### src/rtl/fpaa_prog_pkg.sv
// Shared definitions for the FPAA island programming and readback blocks.
//   rb_state_e     : readback controller states
//   DefaultWordW   : default bits per switch-matrix location
//   DefaultSettle  : default select-to-shift settle cycles
//   addr_next_col / addr_next_row / addr_at_end : column-first address advance
package fpaa_prog_pkg;

    typedef enum logic [2:0] {
        StIdle,
        StSettle,
        StShift,
        StHold,
        StDrain
    } rb_state_e;

    localparam int unsigned DefaultWordW  = 8;
    localparam int unsigned DefaultSettle = 3;

    // Column-first walk: the column wraps to 0 and the row steps when the last column is passed.
    function automatic int unsigned addr_next_col(input int unsigned col, input int unsigned cols);
        return (col >= cols - 32'd1) ? 32'd0 : col + 32'd1;
    endfunction

    function automatic int unsigned addr_next_row(input int unsigned row, input int unsigned col,
                                                  input int unsigned cols);
        return (col >= cols - 32'd1) ? row + 32'd1 : row;
    endfunction

    // True when the location is the last one of the island, so advancing would leave the matrix.
    function automatic logic addr_at_end(input int unsigned row, input int unsigned col,
                                         input int unsigned rows, input int unsigned cols);
        return (row >= rows - 32'd1) && (col >= cols - 32'd1);
    endfunction

endpackage

### src/rtl/scan_deser.sv
// Serial-to-parallel deserializer for the island scan-out path.
//   clk, reset  : rising-edge clock, synchronous active-high reset
//   shift_en    : shift one bit in this cycle (di sampled at the closing edge)
//   di          : serial data, MSB first
//   word_full   : this shift cycle delivers the last bit of a word
//   word        : registered word (complete after a word_full edge)
//   word_next   : word including the bit being shifted in this cycle
module scan_deser #(
    parameter int unsigned WORD_W = 8
) (
    input  logic              clk,
    input  logic              reset,
    input  logic              shift_en,
    input  logic              di,
    output logic              word_full,
    output logic [WORD_W-1:0] word,
    output logic [WORD_W-1:0] word_next
);

    localparam int unsigned BW = (WORD_W > 1) ? $clog2(WORD_W) : 1;

    logic [WORD_W-1:0] shreg_q;
    logic [BW-1:0]     cnt_q;

    assign word_next = {shreg_q[WORD_W-2:0], di};
    assign word_full = shift_en && (cnt_q == BW'(WORD_W - 1));
    assign word      = shreg_q;

    always_ff @(posedge clk) begin
        if (reset) begin
            shreg_q <= '0;
            cnt_q   <= '0;
        end else if (shift_en) begin
            shreg_q <= word_next;
            // Counter wraps at the word boundary so the next location starts clean.
            cnt_q   <= word_full ? '0 : cnt_q + BW'(1);
        end
    end

endmodule

### src/rtl/prog_readback_ctrl.sv
// Configuration readback controller for one FPAA island.
// Walks switch-matrix locations column-first, selects each, deserializes its scan-out and
// delivers address-tagged words on a valid/ready stream with one word of output buffering.
//   start/start_row/start_col/word_count : readback request (ignored while busy)
//   busy, done, range_err                : operation status
//   scan_row/scan_col/scan_sel/scan_shift/scan_di : array readback path
//   rd_data/rd_row/rd_col/rd_valid/rd_ready       : output word stream
module prog_readback_ctrl
    import fpaa_prog_pkg::*;
#(
    parameter int unsigned ROWS   = 4,
    parameter int unsigned COLS   = 16,
    parameter int unsigned WORD_W = DefaultWordW,
    parameter int unsigned SETTLE = DefaultSettle,
    parameter int unsigned RW     = (ROWS > 1) ? $clog2(ROWS) : 1,
    parameter int unsigned CW     = (COLS > 1) ? $clog2(COLS) : 1
) (
    input  logic              clk,
    input  logic              reset,
    input  logic              start,
    input  logic [RW-1:0]     start_row,
    input  logic [CW-1:0]     start_col,
    input  logic [15:0]       word_count,
    output logic              busy,
    output logic              done,
    output logic              range_err,
    output logic [RW-1:0]     scan_row,
    output logic [CW-1:0]     scan_col,
    output logic              scan_sel,
    output logic              scan_shift,
    input  logic              scan_di,
    output logic [WORD_W-1:0] rd_data,
    output logic [RW-1:0]     rd_row,
    output logic [CW-1:0]     rd_col,
    output logic              rd_valid,
    input  logic              rd_ready
);

    localparam int unsigned SW = (SETTLE > 1) ? $clog2(SETTLE) : 1;

    rb_state_e         state_q, state_d;
    logic [SW-1:0]     settle_q, settle_d;
    logic [15:0]       count_q, count_d;
    logic [RW-1:0]     row_q, row_d;
    logic [CW-1:0]     col_q, col_d;
    logic [WORD_W-1:0] rd_data_q, rd_data_d;
    logic [RW-1:0]     rd_row_q, rd_row_d;
    logic [CW-1:0]     rd_col_q, rd_col_d;
    logic              rd_valid_q, rd_valid_d;
    logic              done_q, done_d;
    logic              range_err_q, range_err_d;

    logic              sel, shift, xfer, out_free, word_full;
    logic [WORD_W-1:0] word, word_next, xfer_word;

    scan_deser #(
        .WORD_W (WORD_W)
    ) u_deser (
        .clk       (clk),
        .reset     (reset),
        .shift_en  (shift),
        .di        (scan_di),
        .word_full (word_full),
        .word      (word),
        .word_next (word_next)
    );

    // Output register can take a word if empty or being emptied at this edge.
    assign out_free = !rd_valid_q || rd_ready;

    always_comb begin
        state_d     = state_q;
        settle_d    = settle_q;
        count_d     = count_q;
        row_d       = row_q;
        col_d       = col_q;
        rd_data_d   = rd_data_q;
        rd_row_d    = rd_row_q;
        rd_col_d    = rd_col_q;
        rd_valid_d  = rd_valid_q;
        done_d      = 1'b0;
        range_err_d = range_err_q;
        sel         = 1'b0;
        shift       = 1'b0;
        xfer        = 1'b0;
        xfer_word   = '0;

        if (rd_valid_q && rd_ready) rd_valid_d = 1'b0;

        case (state_q)
            StIdle: begin
                if (start) begin
                    range_err_d = 1'b0;
                    if (word_count == 16'd0) begin
                        done_d = 1'b1;
                    end else begin
                        count_d  = word_count;
                        row_d    = start_row;
                        col_d    = start_col;
                        settle_d = '0;
                        state_d  = StSettle;
                    end
                end
            end
            StSettle: begin
                sel = 1'b1;
                if (settle_q == SW'(SETTLE - 1)) state_d = StShift;
                else                             settle_d = settle_q + SW'(1);
            end
            StShift: begin
                sel   = 1'b1;
                shift = 1'b1;
                if (word_full) begin
                    // Last bit bypasses the shift register so the word lands without a bubble.
                    if (out_free) begin
                        xfer      = 1'b1;
                        xfer_word = word_next;
                    end else begin
                        state_d = StHold;
                    end
                end
            end
            StHold: begin
                sel = 1'b1;
                if (out_free) begin
                    xfer      = 1'b1;
                    xfer_word = word;
                end
            end
            StDrain: begin
                if (out_free) begin
                    done_d  = 1'b1;
                    state_d = StIdle;
                end
            end
            default: state_d = StIdle;
        endcase

        if (xfer) begin
            rd_valid_d = 1'b1;
            rd_data_d  = xfer_word;
            rd_row_d   = row_q;
            rd_col_d   = col_q;
            count_d    = count_q - 16'd1;
            if (count_q == 16'd1) begin
                state_d = StDrain;
            end else if (addr_at_end(32'(row_q), 32'(col_q), ROWS, COLS)) begin
                range_err_d = 1'b1;
                state_d     = StDrain;
            end else begin
                row_d    = RW'(addr_next_row(32'(row_q), 32'(col_q), COLS));
                col_d    = CW'(addr_next_col(32'(col_q), COLS));
                settle_d = '0;
                state_d  = StSettle;
            end
        end
    end

    always_ff @(posedge clk) begin
        if (reset) begin
            state_q     <= StIdle;
            settle_q    <= '0;
            count_q     <= '0;
            row_q       <= '0;
            col_q       <= '0;
            rd_data_q   <= '0;
            rd_row_q    <= '0;
            rd_col_q    <= '0;
            rd_valid_q  <= 1'b0;
            done_q      <= 1'b0;
            range_err_q <= 1'b0;
        end else begin
            state_q     <= state_d;
            settle_q    <= settle_d;
            count_q     <= count_d;
            row_q       <= row_d;
            col_q       <= col_d;
            rd_data_q   <= rd_data_d;
            rd_row_q    <= rd_row_d;
            rd_col_q    <= rd_col_d;
            rd_valid_q  <= rd_valid_d;
            done_q      <= done_d;
            range_err_q <= range_err_d;
        end
    end

    assign busy       = (state_q != StIdle);
    assign done       = done_q;
    assign range_err  = range_err_q;
    assign scan_row   = row_q;
    assign scan_col   = col_q;
    assign scan_sel   = sel;
    assign scan_shift = shift;
    assign rd_data    = rd_data_q;
    assign rd_row     = rd_row_q;
    assign rd_col     = rd_col_q;
    assign rd_valid   = rd_valid_q;

endmodule
### config.mk
export PLATFORM = sky130hd
export DESIGN_NAME = prog_readback_ctrl
export DESIGN_NICKNAME = d
export VERILOG_FILES = /design/src/rtl/fpaa_prog_pkg.sv /design/src/rtl/scan_deser.sv /design/src/rtl/prog_readback_ctrl.sv
export SDC_FILE = /design/constraint.sdc
export NUM_CORES = 1
export LEC_CHECK = 0
export ABC_AREA = 1
export BUFFER_PORTS_ARGS = -buffer_cell sky130_fd_sc_hd__buf_2
export CAP_MARGIN = 25
export CORE_ASPECT_RATIO = 1.5
export CORE_UTILIZATION = 55
export DETAILED_ROUTE_END_ITERATION = 16
export HOLD_SLACK_MARGIN = 0.02
export PLACE_DENSITY = 0.86
export SKIP_CTS_REPAIR_TIMING = 1
export SYNTH_ARGS = -nofsm -noshare
export SYNTH_HDL_FRONTEND = slang
export SYNTH_SLANG_ARGS = --single-unit
### constraint.sdc
create_clock -name clk -period 2.25 [get_ports clk]
set_input_delay 0 -clock clk [delete_from_list [all_inputs] [get_ports clk]]
set_output_delay 0 -clock clk [all_outputs]
set_load 0.005 [all_outputs]
==> out/results.txt, run 1 <==
GP Congestion - 0.897
post-synthesis sequential area ratio - 37.6%
Die W - 61.6 um
starting DRC count in detailed routing - 167
Boundary Pins - 53
GRT Overall Usage - 27.6%
cell area after layout - 3350 um^2
setup tns final - 0 ns
worst r2r src - u_deser.cnt_q[0]
area grow syn2layout - 14.3%
leak pwr - 1.55 nW
pwr/cell area - 1080 nW/um^2
register bit total from synthesis - 55
nets - 515
Die Y - 91.4 um
port bufs - 52
CTS sink cnt - 55
Post-Syn Area per Cell - 6.81 um^2
final setup vio count - 0
Placed Area - 3210 um^2
Clk Tree Root Cell - clkbuf_8
Syn Std Cell Area - 2930 um^2
hold_sp - word_count[3]
DR vias - 3014
CTS tree - done
critical path startpoint - u_deser.cnt_q[0]
Die Footprint - 5630 um^2
routed len/inst - 13.0 um
Async SR Flop Fraction - 0%
FMAX - 521 MHz
Core Box Area - 5120 um^2
Yosys warning total - 0
global-route wire length before repair - 12000 um
gr ovfl total - 0
HP Class - in -> reg
drt pass-1 iters - 4
worst hold slack - -0.000313 ns
dpl hpwl - 5190 um
status - finished, violations left
worst vdd ir - 0.000878 V
crit end category - flip-flop
CP Launch Type - flip-flop
most common flop cell mapped by yosys - dfxtp_1
Initial Util - 57.1%
antenna viol nets, final - 0
CP arrival - 2.14 ns
clk slew on worst S/H paths - 0.11 ns
CTS Buf Count - 5
antenna violations before repair - 0
Final period util - 85.4%
Final Hold Vio Count - 1
syn nets - 465
diode count - 0
worst reg-to-reg setup slack - 0.33 ns
Residual DRC - 0
Yosys cell types - 36
Slew Viols, Final - 0
Post-synth EDFFs - 0
unrepaired setup endpoints after global routing - false
Clock Skew - 0.0100 ns
Setup Crit Path Kind - reg -> reg
Place WS - 0.374 ns
CTS max path bufs - 2
Detailed Route WL - 7150 um
required time of the critical path - 2.47 ns
layout cell share with drive strength beyond 1 - 16.8%
num rows - 32
vias per std cell - 5.49
minimum clock period - 1.92 ns
Final WS setup - 0.330 ns
Syn Inst Count - 430
Slew Limit Headroom - 51.0%
largest net degree at the start of global routing - 34
Clock Latency Late Sink - 0.32 ns
Max-Cap Viols - 0
CTS H-tree depth - 2
failing checks - negative hold slack
Worst Max-Slew Pin Slew - 0.735 ns
worst-path maximum fanout - 12
vias in the first global route - 2871
through the flow:
step | cells | power (mW) | util [%] | hold WS (ns)
final | 549 | 3.61 | 65.3 | -0.000313
after CTS | 545 | 3.61 | 64.5 | -0.0743
after global placement | 537 | 2.97 | 62.7 | 0.238
after global routing | 549 | 3.91 | 65.3 | 0.0373
after detailed placement | 537 | 3.02 | 62.7 | 0.254
after floorplan | 430 | 2.63 | - | 0.135
where the power goes:
group	switching, mW	total (mW)	internal (mW)	leakage (nW)
Combinational	1.06	1.65	0.589	1.05
Sequential	0.195	1.38	1.18	0.449
Clock	0.354	0.584	0.230	0.0491
Total	1.61	3.61	2.00	1.55
layout by cell type (no fill, tap or decap), types with 2 or more instances in the layout:
cell | netlist | final
inv_1 | 32 | 32
nand3_1 | 34 | 34
o21ai_1 | 6 | 6
nor2_4 | 3 | 3
nor2_1 | 57 | 57
ha_1 | 8 | 8
xnor2_1 | 4 | 4
buf_4 | 1 | 4
dfxtp_1 | 55 | 55
inv_2 | 4 | 4
o31ai_1 | 3 | 3
clkbuf_8 | 0 | 5
a31oi_1 | 10 | 10
o21ai_0 | 19 | 19
nand2_1 | 107 | 107
dlygate4sd3_1 | 0 | 4
o211ai_1 | 2 | 2
nor3_1 | 8 | 8
nor2_2 | 3 | 3
nand4_1 | 2 | 2
xor2_1 | 3 | 3
nand2_2 | 3 | 3
a22oi_1 | 3 | 3
a21oi_1 | 36 | 36
buf_2 | 7 | 52
inv_6 | 0 | 2
kinds of logic (layout without fill, tap and decap cells):
logic type	Yosys count	count (layout)	synth area share, %
buf+inv	53	104	7.74
compound gates	88	88	17.4
flops	55	55	37.6
simple gates	219	219	31.7
fa+ha+maj	8	8	3.42
xor+xnor	7	7	2.09
critical path, stage by stage (launching register included):
cell and delay [ns]:
dfxtp_1 0.34, ha_1 0.20, ha_1 0.20, o21ai_2 0.21, nor2_4 0.09, inv_2 0.20, nand2_1 0.21, a21boi_1 0.19
o21a_1 0.17
layout make-up:
| cell class | count | area (um^2) |
|---|---|---|
| fillers | 484 | 1780 |
| multi-input cells | 322 | 1600 |
| flip-flops and latches | 55 | 1100 |
| repair buffers | 60 | 330 |
| inverters | 36 | 135 |
| well taps | 68 | 85.1 |
| clock buffers | 5 | 68.8 |
| clock inverters | 3 | 26.3 |
cells in the mapped netlist, types with 2 or more instances:
master	count	area share, %
xnor2_1	4	1.2
inv_2	4	0.51
clkbuf_1	7	0.90
a21oi_1	36	6.2
nor2_1	57	7.3
nand2_2	3	0.64
nor2_4	3	1.2
nand2_1	107	14
nand3_1	34	5.8
a31oi_1	10	2.1
ha_1	8	3.4
buf_2	7	1.2
dfxtp_1	55	38
o31ai_1	3	0.77
inv_1	32	4.1
nand4_1	2	0.43
a22oi_1	3	0.77
o21ai_1	6	1.0
buf_6	2	0.77
o211ai_1	2	0.51
nor3_1	8	1.4
o21ai_0	19	3.2
nor2_2	3	0.64
xor2_1	3	0.90
flip-flops by register name, summed over array words and instances (netlist names):
signal         flops
settle_q           2
range_err          1
rd_valid           1
scan_col           4
state_q            3
scan_row           2
u_deser.cnt_q      3
u_deser.word       8
done               1
rd_row             2
count_q           16
rd_col             4
rd_data            8
metal layers:
layer | wire (um) | track usage (%) | vias up
met5 | 0 | 0 | -
met4 | 127 | 11.3 | 0
met3 | 393 | 3.99 | 13
met2 | 3810 | 48.9 | 101
met1 | 2820 | 31.2 | 1384
li1 | - | - | 1516
worst paths after layout:
check / endpoint / cells after the start
worst min register to register: u_deser.word[7] / 2
worst max-delay path: count_q[11] / 8
worst min-delay path: count_q[3] / 3
worst max register to register: count_q[11] / 8
No activity file was read; power rests on OpenSTA's default activity.
==> run 2: changes to the inputs <==
- CORE_UTILIZATION: 55 -> 50
- PLACE_DENSITY: 0.86 -> 0.8
==> run 2 against run 1 <==
Largest cell class unchanged; sequential share of layout area decreased by 0.33 points; largest power group unchanged; critical path depth stayed put; the flow now finishes without violations; first-iteration DRC count increased by 24%; wire length shrank 0.41%; sequential power about the same; register-to-register slack about the same.
==> out/results.txt, run 2 (synthesis results as in run 1) <==
status - finished, final reports clean
largest net degree at the start of global routing - 34
Die Y - 95.7 um
CTS Buf Count - 5
port bufs - 52
Final period util - 85.2%
num rows - 33
GRT Overall Usage - 24.1%
most common cell after layout, fill and taps aside - nand2_1
Final Hold Vio Count - 0
GP Congestion - 0.881
Multi-input gate area - 1600 um^2
Fillers - 519
vias per std cell - 5.36
Clock Skew - 0.00942 ns
critical path startpoint - u_deser.cnt_q[0]
total power - 3.71 mW
starting DRC count in detailed routing - 207
worst-path maximum fanout - 11
Max-Cap Viols - 0
crit end category - flip-flop
nets - 516
worst r2r src - u_deser.cnt_q[0]
antenna viol nets, final - 0
global-route wire length before repair - 11900 um
Most Used Layer, Global Route - met2
CTS sink cnt - 55
placed insts - 539
FMAX - 522 MHz
Boundary Pins - 53
Worst Max-Slew Pin Slew - 0.777 ns
Die Footprint - 6170 um^2
worst vdd ir - 0.000594 V
hold endpoint - count_q[12]
HP Class - in -> reg
CP arrival - 2.13 ns
Place WS - 0.373 ns
Placed Area - 3210 um^2
hold depth - 5
setup tns final - 0 ns
Slew Limit Headroom - 48.2%
dpl hpwl - 5080 um
GRT met1 Usage - 27.0%
Die W - 64.5 um
cells on worst reg2reg path - 8
Detailed Route WL - 7120 um
Residual DRC - 0
Setup Crit Path Kind - reg -> reg
CTS H-tree depth - 2
Initial Util - 52.5%
required time of the critical path - 2.46 ns
layout cell share with drive strength beyond 1 - 16.8%
minimum clock period - 1.92 ns
CP Launch Type - flip-flop
fin cells - 552
Clk Tree Root Cell - clkbuf_8
Worst R2R End - count_q[11]
diode count - 0
Largest register FFs - 16
CTS tree - done
final setup vio count - 0
Final WS setup - 0.333 ns
drt pass-1 iters - 7
met2 usage - 45.4%
leak pwr - 1.57 nW
pwr/cell area - 1100 nW/um^2
commonest non-fill, non-tap cells in the layout - nand2_1, nor2_1, dfxtp_1, buf_2, a21oi_1
gr ovfl total - 0
antenna violations before repair - 0
routed len/inst - 12.9 um
Slew Viols, Final - 0
unrepaired setup endpoints after global routing - false
Clock Latency Late Sink - 0.31 ns
Top reg by flops - count_q
met3 Track Usage GR - 3.08%
cell area after layout - 3380 um^2
post-route core utilization - 60.7%
DR vias - 2956
area grow syn2layout - 15.5%
CTS max path bufs - 2
register area - 1100 um^2
hold_sp - word_count[12]
Core Box Area - 5570 um^2
vias in the first global route - 2823
worst hold slack - 0.0244 ns
worst reg-to-reg setup slack - 0.33 ns
clk slew on worst S/H paths - 0.10 ns
==> run 2: cell types whose count changed in the layout (fill, tap and decap cells not counted) <==
cell,change
inv_6,-1
dlygate4sd3_1,+1
bufinv_16,+1
==> run 2: report_power, final <==
group / switching (mW) / internal (mW)
logic: 1.06 / 0.590
registers: 0.190 / 1.18
clock network: 0.346 / 0.338
==> run 2: how the worst max path moves through the flow <==
stage	end
global route	count_q[4]
detailed placement	count_q[11]
finish	count_q[11]
CTS	count_q[11]
floorplan	count_q[3]
global placement	count_q[11]
==> run 2: critical path, cell delays in order (launching register included) <==
cell      delay [ns]
dfxtp_1         0.34
ha_1            0.21
ha_1            0.20
o21ai_2         0.21
nor2_4          0.11
inv_2           0.19
nand2_1         0.21
a21boi_1        0.19
o21a_1          0.16
==> run 2: layout make-up <==
type                       count  share of cell area [%]
multi-input combinational    322                    47.3
clock buffer                   5                    2.04
timing repair buffer          61                    10.1
tap                           70                    2.59
inverter                      36                    4.00
clock inverter                 3                    1.41
sequential                    55                    32.6
==> run 2: routing by layer <==
metal / wire length, um / vias up
met5: 0 / -
met4: 91 / 0
met3: 286 / 10
met2: 3680 / 71
met1: 3060 / 1357
li1: - / 1518
